`config.mk`:
```
export PLATFORM = sky130hd
export DESIGN_NAME = job_launcher
export DESIGN_NICKNAME = d
export VERILOG_FILES = /design/src/rtl/job_launcher.sv
export SDC_FILE = /design/constraint.sdc
export NUM_CORES = 1
export LEC_CHECK = 0
export ABC_CLOCK_PERIOD_IN_PS = 2600
export CORE_MARGIN = 2
export CORE_UTILIZATION = 40
export DETAILED_ROUTE_END_ITERATION = 10
export REMOVE_ABC_BUFFERS = 1
export SETUP_SLACK_MARGIN = 0.02
export SYNTH_ARGS = -nofsm -noshare
export SYNTH_HDL_FRONTEND = slang
export SYNTH_SLANG_ARGS = --single-unit
export TNS_END_PERCENT = 10
```
`constraint.sdc`:
```
create_clock -name clk_i -period 2.6 [get_ports clk_i]
set_input_delay 0.52 -clock clk_i [delete_from_list [all_inputs] [get_ports clk_i]]
set_output_delay 0.52 -clock clk_i [all_outputs]
set_load 0.01 [all_outputs]
```
`src/rtl/job_launcher.sv`:
```
// -----------------------------------------------------------------------------
// job_launcher
//
// Initiator side of a start/busy/done worker handshake. A job request carries
// a repeat count; the launcher pulses start_o once per repetition, waiting for
// the worker's done_i pulse in between. A per-launch watchdog aborts the job
// when done_i does not arrive within TIMEOUT_CYCLES wait cycles. Exactly one
// response (completed count + error flag) is returned per accepted request.
//
// Optional feature (compile-time macro JOB_LAUNCHER_BUSY_CHK_EN):
//   when defined, the worker must raise busy_i in the first wait cycle after a
//   start (unless it already signals done_i); otherwise the job is aborted.
//   When undefined, busy_i is ignored.
//
// Ports:
//   clk_i, rst_ni      clock, asynchronous active-low reset
//   req_valid_i/ready_o, req_count_i       job request (repeat count)
//   start_o            one-cycle start pulse to the worker
//   busy_i, done_i     worker status (busy only used with the optional check)
//   rsp_valid_o/ready_i, rsp_done_cnt_o, rsp_err_o   job response
//
// All outputs come straight from flops; there is no input-to-output path.
// -----------------------------------------------------------------------------
module job_launcher #(
    parameter int CNT_W          = 8,
    parameter int TIMEOUT_CYCLES = 64
) (
    input  logic             clk_i,
    input  logic             rst_ni,
    input  logic             req_valid_i,
    output logic             req_ready_o,
    input  logic [CNT_W-1:0] req_count_i,
    output logic             start_o,
    input  logic             busy_i,
    input  logic             done_i,
    output logic             rsp_valid_o,
    input  logic             rsp_ready_i,
    output logic [CNT_W-1:0] rsp_done_cnt_o,
    output logic             rsp_err_o
);

    localparam int TMR_W = $clog2(TIMEOUT_CYCLES + 1);
    localparam logic [TMR_W-1:0] TMR_LAST = TMR_W'(TIMEOUT_CYCLES - 1);
    localparam logic [TMR_W-1:0] TMR_ONE  = TMR_W'(1);
    localparam logic [CNT_W-1:0] CNT_ONE  = CNT_W'(1);

    typedef enum logic [1:0] {
        S_IDLE  = 2'd0,
        S_START = 2'd1,
        S_WAIT  = 2'd2,
        S_RESP  = 2'd3
    } state_e;

    state_e           state_q, state_d;
    logic [CNT_W-1:0] req_cnt_q, req_cnt_d;
    logic [CNT_W-1:0] done_cnt_q, done_cnt_d;
    logic [TMR_W-1:0] timer_q, timer_d;
    logic             err_q, err_d;
    logic             first_wait_q, first_wait_d;

    // Output flops, loaded from the next state so they line up with state_q.
    logic req_ready_q, start_q, rsp_valid_q;

`ifndef JOB_LAUNCHER_BUSY_CHK_EN
    logic unused_busy;
    assign unused_busy = busy_i;
`endif

    always_comb begin
        state_d      = state_q;
        req_cnt_d    = req_cnt_q;
        done_cnt_d   = done_cnt_q;
        timer_d      = timer_q;
        err_d        = err_q;
        first_wait_d = first_wait_q;

        case (state_q)
            S_IDLE: begin
                // req_ready_o is always high here, so valid alone completes
                // the handshake.
                if (req_valid_i) begin
                    req_cnt_d  = req_count_i;
                    done_cnt_d = '0;
                    err_d      = 1'b0;
                    timer_d    = '0;
                    state_d    = (req_count_i == '0) ? S_RESP : S_START;
                end
            end

            S_START: begin
                timer_d      = '0;
                first_wait_d = 1'b1;
                state_d      = S_WAIT;
            end

            S_WAIT: begin
                first_wait_d = 1'b0;
                // done_i has priority over both abort conditions.
                if (done_i) begin
                    done_cnt_d = done_cnt_q + CNT_ONE;
                    timer_d    = '0;
                    state_d    = (done_cnt_d == req_cnt_q) ? S_RESP : S_START;
                end
`ifdef JOB_LAUNCHER_BUSY_CHK_EN
                else if (first_wait_q && !busy_i) begin
                    err_d   = 1'b1;
                    state_d = S_RESP;
                end
`endif
                else if (timer_q == TMR_LAST) begin
                    err_d   = 1'b1;
                    state_d = S_RESP;
                end else begin
                    timer_d = timer_q + TMR_ONE;
                end
            end

            S_RESP: begin
                if (rsp_ready_i) begin
                    state_d = S_IDLE;
                end
            end

            default: begin
                state_d      = S_IDLE;
                req_cnt_d    = '0;
                done_cnt_d   = '0;
                timer_d      = '0;
                err_d        = 1'b0;
                first_wait_d = 1'b0;
            end
        endcase
    end

    always_ff @(posedge clk_i or negedge rst_ni) begin
        if (!rst_ni) begin
            state_q      <= S_IDLE;
            req_cnt_q    <= '0;
            done_cnt_q   <= '0;
            timer_q      <= '0;
            err_q        <= 1'b0;
            first_wait_q <= 1'b0;
            req_ready_q  <= 1'b1;
            start_q      <= 1'b0;
            rsp_valid_q  <= 1'b0;
        end else begin
            state_q      <= state_d;
            req_cnt_q    <= req_cnt_d;
            done_cnt_q   <= done_cnt_d;
            timer_q      <= timer_d;
            err_q        <= err_d;
            first_wait_q <= first_wait_d;
            req_ready_q  <= (state_d == S_IDLE);
            start_q      <= (state_d == S_START);
            rsp_valid_q  <= (state_d == S_RESP);
        end
    end

    assign req_ready_o    = req_ready_q;
    assign start_o        = start_q;
    assign rsp_valid_o    = rsp_valid_q;
    assign rsp_done_cnt_o = done_cnt_q;
    assign rsp_err_o      = err_q;

endmodule

```
# Word-level counts from Yosys, hierarchy flattened
# Cells that the tools add are included.
# Widths: inputs -> output; s select.
# op_classes
addsub,2
mul,0
bitwise_logic,0
muxes,18
shift,0
n_reduce_logical,9
n_div,0
order_cmp,0
eq_ne,12
# ops
op,count
$mux 7,3
$pmux 7 s3,1
$mux 8,2
$pmux 8 s2,1
$mux 2,6
$add 8x1->8 const B,1
$eq 8x8->1,1
$logic_not 8->1,1
$ne 2x2->1 const B,4
$pmux 2 s4,1
$add 7x1->7 const B,1
$eq 7x6->1 const B,1
$eq 2x2->1 const B,3
$reduce_and 3->1,2
$eq 2x1->1 const B,2
$logic_not 2->1,2
$reduce_and 4->1,1
$mux 1,3
$ne 3x3->1 const B,1
$reduce_bool 3->1,1
$pmux 1 s2,1
$reduce_and 2->1,1
$reduce_bool 2->1,1
# word_totals
ramBits,0
word_cells,49
register_bits,29
mem_bits_ro,0
n_memories,0
input_bits,14
latch_bits,0

# Longest topological paths before layout
# Gate-level depths: netlist of run 1.
# logic_depth
depth_word,6
ltp_mapped,7

# Worst setup path before layout of run 1
# No wires, ideal clock.
# synth_path
path_kind,register to register
startpoint,reg done_cnt_q[0] (netlist: rsp_done_cnt_o[0])
endpoint,reg start_q (netlist: start_o)
t_arrival_ns,1.621
required_time_ns,2.479
setup_ns,0.121
stages_incl_launch_ff,7
setup_slack_ns,0.858
period_less_slack_ns,1.742
path_cell_list,dfrtp_1 -> ha_1 -> nand2b_1 -> o211a_1 -> o32ai_1 -> o2111ai_2 -> a22o_2
# synth_between
elab_chain_len,6
# synth_rtl
element,line,text
from (decl),56,"logic [CNT_W-1:0] done_cnt_q, done_cnt_d;"
from (signal assigned),149,done_cnt_q <= done_cnt_d;
$add 8x1->8,100,done_cnt_d = done_cnt_q + CNT_ONE;
$eq 8x8->1,102,state_d = (done_cnt_d == req_cnt_q) ? S_RESP : S_START;
$mux 2,102,
$mux 2,99,if (done_i) begin
$pmux 2 s4,77,case (state_q)
$eq 2x1->1,154,start_q <= (state_d == S_START);
to (signal assigned),154,
to (decl),62,"logic req_ready_q, start_q, rsp_valid_q;"
# Every way passes these cells.
# A chain may end at the register's enable or synchronous reset.

# Final worst setup path of run 1
# layout_path
startpoint,in req_count_i[5]
endpoint,reg start_q (netlist: start_o)
# layout_between
elab_chain_len,5
# layout_rtl
element,line,text
from (decl),32,"input logic [CNT_W-1:0] req_count_i,"
$logic_not 8->1,86,state_d = (req_count_i == '0) ? S_RESP : S_START;
$mux 2,86,
$mux 2,81,if (req_valid_i) begin
$pmux 2 s4,77,
$eq 2x1->1,154,
# Every way passes these cells.

==> results of run 1 <==
power groups by stage:
stage	registers, mW	clock network (mW)	logic (mW)
4_1_cts	0.755	0.495	0.720
2_1_floorplan	0.743	0	0.488
3_5_place_dp	0.763	0	0.718
6_report	0.754	0.481	0.711
3_3_place_gp	0.759	0	0.703
5_1_grt	0.780	0.512	0.788
cell families after synthesis:
logic type / count (synthesis) / share of synthesized area [%]
compound gates: 41 / 18.7
fa+ha+maj: 2 / 1.56
mux: 11 / 7.65
flops: 29 / 45.4
xor+xnor: 9 / 4.92
simple gates: 56 / 19.4
buf+inv: 8 / 2.42
per-layer routing:
layer	GRT usage, %	share of wire [%]
met1	22.4	48
met2	26.2	46
met3	5.50	4.1
met4	6.89	1.6
met5	0	0
registers in the layout (all words and copies together) (netlist names):
register,cells
start_o,1
req_ready_o,1
rsp_valid_o,1
rsp_done_cnt_o,8
timer_q,7
rsp_err_o,1
req_cnt_q,8
state_q,2
cells in the mapped netlist (3+ instances only):
cell type / count / area, µm²
nand3_1: 4 / 20.0
inv_1: 3 / 11.3
clkbuf_1: 3 / 11.3
mux2_2: 10 / 113
a21oi_1: 4 / 20.0
nand2b_1: 3 / 18.8
dfrtp_1: 28 / 701
and3_1: 3 / 18.8
xor2_1: 4 / 35.0
nor2_1: 13 / 48.8
o31ai_1: 4 / 30.0
o21ai_0: 10 / 50.1
xnor2_1: 5 / 43.8
nand2_1: 13 / 48.8
nor3_1: 4 / 20.0
a22o_1: 4 / 35.0
per-stage QoR:
step	power (mW)	instances	instance area, µm²	worst slack [ns]
global route	2.08	235	2010	0.552
finish	1.95	235	2010	0.608
CTS	1.97	235	2010	0.608
floorplan	1.23	151	1580	0.858
detailed placement	1.48	227	1890	0.312
global placement	1.46	227	1890	0.317
worst paths after layout:
path / end / from
setup / recovery: start_o / req_count_i[5]
hold / removal: timer_q[6] / timer_q[6]
setup reg to reg: rsp_valid_o / rsp_done_cnt_o[0]
hold reg to reg: timer_q[6] / timer_q[6]
max in group asynchronous: req_ready_o / rst_ni
min in group asynchronous: rsp_valid_o / rst_ni
cell type report:
class	count	area (µm²)
fill	355	1900
clock inverter	1	30.0
clock buffer	7	86.3
multi-input combinational	119	837
tap	50	62.6
inverter	3	11.3
sequential	29	727
timing repair buffer	26	255
critical path, delay by kind of cell:
| kind | cells | cell delay, ns |
|---|---|---|
| AO/OA/AOI/OAI | 2 | 0.46 |
| AND/OR/NAND/NOR | 2 | 0.77 |
| buffers and inverters | 1 | 0.42 |
==> reports/metrics.cfg, run 1 <==
[outcome]
status=completed

[global_route]
grt_pass1_wl_um=5720
globalRouteOverflowTotal=0
grt_use_total_pct=17.1
grt_max_degree=30
antenna_found_initial=0
grt_pass1_vias=1250

[clock_network]
cts.clk_slew.worst_paths_ns=0.06
cts_resized=0
cts_made_buffers=5
cts_hold_buf=0
cts.sinks=29
cts_max_level=2
root_buffer=clkbuf_8
postCtsSetupBuffers=0
cts.path.max_buffers=2
cts_tree=yes
clock_latency_ns=0.28

[sta]
worstMarginPinSlew_ns=0.473
rsz0062_at_grt=false
finalSetupViolCount=0
fin_setup_tns_ns=0
clock_skew_ns=0.00191
holdWs_ns=0.487
finalHoldViolations=0
fmax_mhz=502
post-route-period-util_pct=76.6
slew_headroom_pct=68.2
min_period_ns=1.99
final_max_slew_viol_count=0

[yosys]
yosysSeqAreaShare_pct=45.4
synth_edf_count=0
synth_cell_types=49
synthArstFlopShare_pct=100
synthCells=156
yosys_register_bits=29
syn_area_um2=1600
synth_area_per_cell_um2=10.3
yosysWarnings=0
synth_flop_cell=dfrtp_1

[drt]
detail_route.iter0.violations=87
wl_um=3380
route.vias.total=1274
wire_per_inst_um=14.4
postRouteAntennaNets=0
via_per_inst=5.42
first_pass_iters=4
drc=0

[power_and_ir_drop]
p_int_mw=1.29
clkPwrFrac_pct=24.7
power_switching_share_pct=33.8
switching_power_mw=0.657
pwr-share-comb_pct=36.5
p_leak_nw=0.862
seqPwrFrac_pct=38.8
power_density_nw_per_um2=969
vdd_drop_max_mv=0.426

[layout]
antenna_cells=0
syn2layout_area_growth_pct=25.4
drive_gt1_share_pct=16.8
final_cell_mix=dfrtp_1, clkdlybuf4s50_1, nand2_1, nor2_1
nNetsFinal=200
final_common_cell=dfrtp_1
finalCoreUtilization_pct=51.3

[floorplanning]
start_util_pct=41.0
die-area_um2=4530
fp.dieW_um=67.3
num_rows=23
die_h_um=67.3
io_pins=26
coreArea_um2=3910

[placed_design]
gp_congestion=0.821
port_buffers=24
dp_hpwl_um=2460

[worst_hold_path]
hold_path_depth=1
min_path_type=reg -> reg

[setup_path]
worstPathCellList=clkdlybuf4s50_1 -> or4_1 -> nor3_1 -> a311oi_1 -> a22o_2
required_ns=2.77
r2r_slack_ns=0.69
start_kind=input pin
slowest_stage=or4_1
worstSetupEndpointType=flop
r2r_cells=6
crit_fanout=3
cp.arrival_ns=2.16
critPathMaxStageDelay_ns=0.54
criticalPathCategory=in -> reg

[run]
max_cap_violations=0

No activity file was read; power rests on OpenSTA's default activity.
==> inputs of run 2 (changes only) <==
--- a/config.mk
+++ b/config.mk
@@ -5,10 +5,11 @@
 export SDC_FILE = /design/constraint.sdc
 export NUM_CORES = 1
 export LEC_CHECK = 0
-export ABC_CLOCK_PERIOD_IN_PS = 2600
+export ABC_CLOCK_PERIOD_IN_PS = 1600
 export CORE_MARGIN = 2
 export CORE_UTILIZATION = 40
 export DETAILED_ROUTE_END_ITERATION = 10
+export PLACE_DENSITY = 0.65
 export REMOVE_ABC_BUFFERS = 1
 export SETUP_SLACK_MARGIN = 0.02
 export SYNTH_ARGS = -nofsm -noshare
==> constraint.sdc (replaced) <==
create_clock -name clk_i -period 1.6 [get_ports clk_i]
set_input_delay 0.32 -clock clk_i [delete_from_list [all_inputs] [get_ports clk_i]]
set_output_delay 0.32 -clock clk_i [all_outputs]
set_load 0.01 [all_outputs]
==> reports/metrics.cfg, run 2 (synthesis results as in run 1) <==
[sta]
worstMarginPinSlew_ns=0.385
final_max_slew_viol_count=0
min_period_ns=1.71
finalHoldViolations=0
fmax_mhz=585
post-route-period-util_pct=107
rsz0062_at_grt=true
holdWs_ns=0.420
fin_setup_tns_ns=-0.223
post-route-worst-setup-slack_ns=-0.110
finalSetupViolCount=3
clock_skew_ns=0.00660
slew_headroom_pct=74.4

[layout]
fillers=353
syn2layout_area_growth_pct=40.7
drive_gt1_share_pct=34.4
nNetsFinal=224
fin_cells=259
multi_input_area_um2=937
final_cell_mix=buf_4, dfrtp_1, nor2_1
antenna_cells=0
final_area_um2=2260
regArea_um2=731

[placed_design]
dp_hpwl_um=2870
port_buffers=24
place_inst=251
gp_congestion=0.828
placed_area_um2=2070

[setup_path]
r2r_cells=6
cp.arrival_ns=1.88
crit_fanout=4
required_ns=1.77
critPathMaxStageDelay_ns=0.41
worstPathCellList=ha_4 -> nand2b_4 -> o211a_1 -> o32ai_2 -> o2111ai_2 -> a22o_2
cp-endpoint=start_o
r2r_slack_ns=-0.11
reg2reg_to=start_o
criticalPathCategory=reg -> reg
slowest_stage=dfrtp_1
start_kind=flop
setup.worst_path.start=rsp_done_cnt_o[0]
r2r_start=rsp_done_cnt_o[0]
worstSetupEndpointType=flop

[clock_network]
root_buffer=clkbuf_8
cts.path.max_buffers=2
postCtsSetupBuffers=0
cts_max_level=2
cts_tree=yes
cts.sinks=29
cts_made_buffers=5
cts.clk_slew.worst_paths_ns=0.07
cts_hold_buf=0
clock_latency_ns=0.28

[floorplanning]
die_h_um=67.3
num_rows=23
fp.dieW_um=67.3
io_pins=26
coreArea_um2=3910
start_util_pct=41.0
die-area_um2=4530

[drt]
postRouteAntennaNets=0
route.vias.total=1419
detail_route.iter0.violations=66
first_pass_iters=4
wire_per_inst_um=15.6
via_per_inst=5.48
wl_um=4040
drc=0

[global_route]
grt_max_degree=30
globalRouteOverflowTotal=0
grt_use_total_pct=19.9
antenna_found_initial=0
grt_pass1_vias=1364
grt_pass1_wl_um=6560

[worst_hold_path]
min_path_type=in -> async

[outcome]
violations=negative setup slack
status=finished with violations

[power_and_ir_drop]
finalPower_mw=3.44
vdd_drop_max_mv=0.743
power_density_nw_per_um2=1530
p_leak_nw=1.03

[run]
max_cap_violations=0

==> run 2: metal layers <==
layer / global-route usage [%] / wire (µm) / vias to the layer above
met1: 25.1 / 1760 / 700
met5: 0 / 0 / -
met4: 7.65 / 37 / 0
met3: 5.50 / 201 / 4
met2: 32.4 / 2040 / 34
li1: - / - / 681
==> run 2: what timing repair did <==
item / 4_1_cts / 5_1_grt
endpoints found under the setup margin: 14 / 20
pin swaps: 8 / 4
resized for setup: 26 / 12
hold endpoints to repair: 0 / 0
==> run 2: per-stage QoR <==
| stage | worst slack, ns | utilization [%] |
|---|---|---|
| 6_report | -0.110 | 57.6 |
| 4_1_cts | -0.0987 | 56.3 |
| 3_3_place_gp | -0.360 | 53.0 |
| 2_1_floorplan | -0.142 | - |
| 5_1_grt | -0.180 | 57.6 |
| 3_5_place_dp | -0.464 | 53.0 |
==> run 2: worst max-delay path, delay by kind of cell, from the launching register on <==
| kind | cells | cell delay (ns) |
|---|---|---|
| and+or+nand+nor | 1 | 0.14 |
| AOI/OAI and AO/OA | 4 | 0.85 |
| adders and majority gates | 1 | 0.19 |
| DFF | 1 | 0.41 |
==> run 2: how the worst min path moves through the flow <==
stage | start | endpoint | cells past startpoint
after CTS | req_count_i[6] | req_cnt_q[6] | 2
final | rst_ni | state_q[1] | 2
after detailed placement | timer_q[6] | timer_q[6] | 1
after global placement | timer_q[6] | timer_q[6] | 1
after global routing | req_count_i[6] | req_cnt_q[6] | 2
after floorplan | rst_ni | req_cnt_q[0] | 0
==> run 2: power breakdown <==
part / internal (mW) / switching, mW / total, mW
Clock: 0.350 / 0.279 / 0.629
Combinational: 0.874 / 0.786 / 1.66
Sequential: 0.965 / 0.188 / 1.15
==> run 2: area by class of cell <==
type                       count  area share, %
tap                           50           2.77
timing repair buffer          50           18.8
multi-input combinational    119           41.5
clock buffer                   8           3.99
sequential                    29           32.4
inverter                       3          0.499
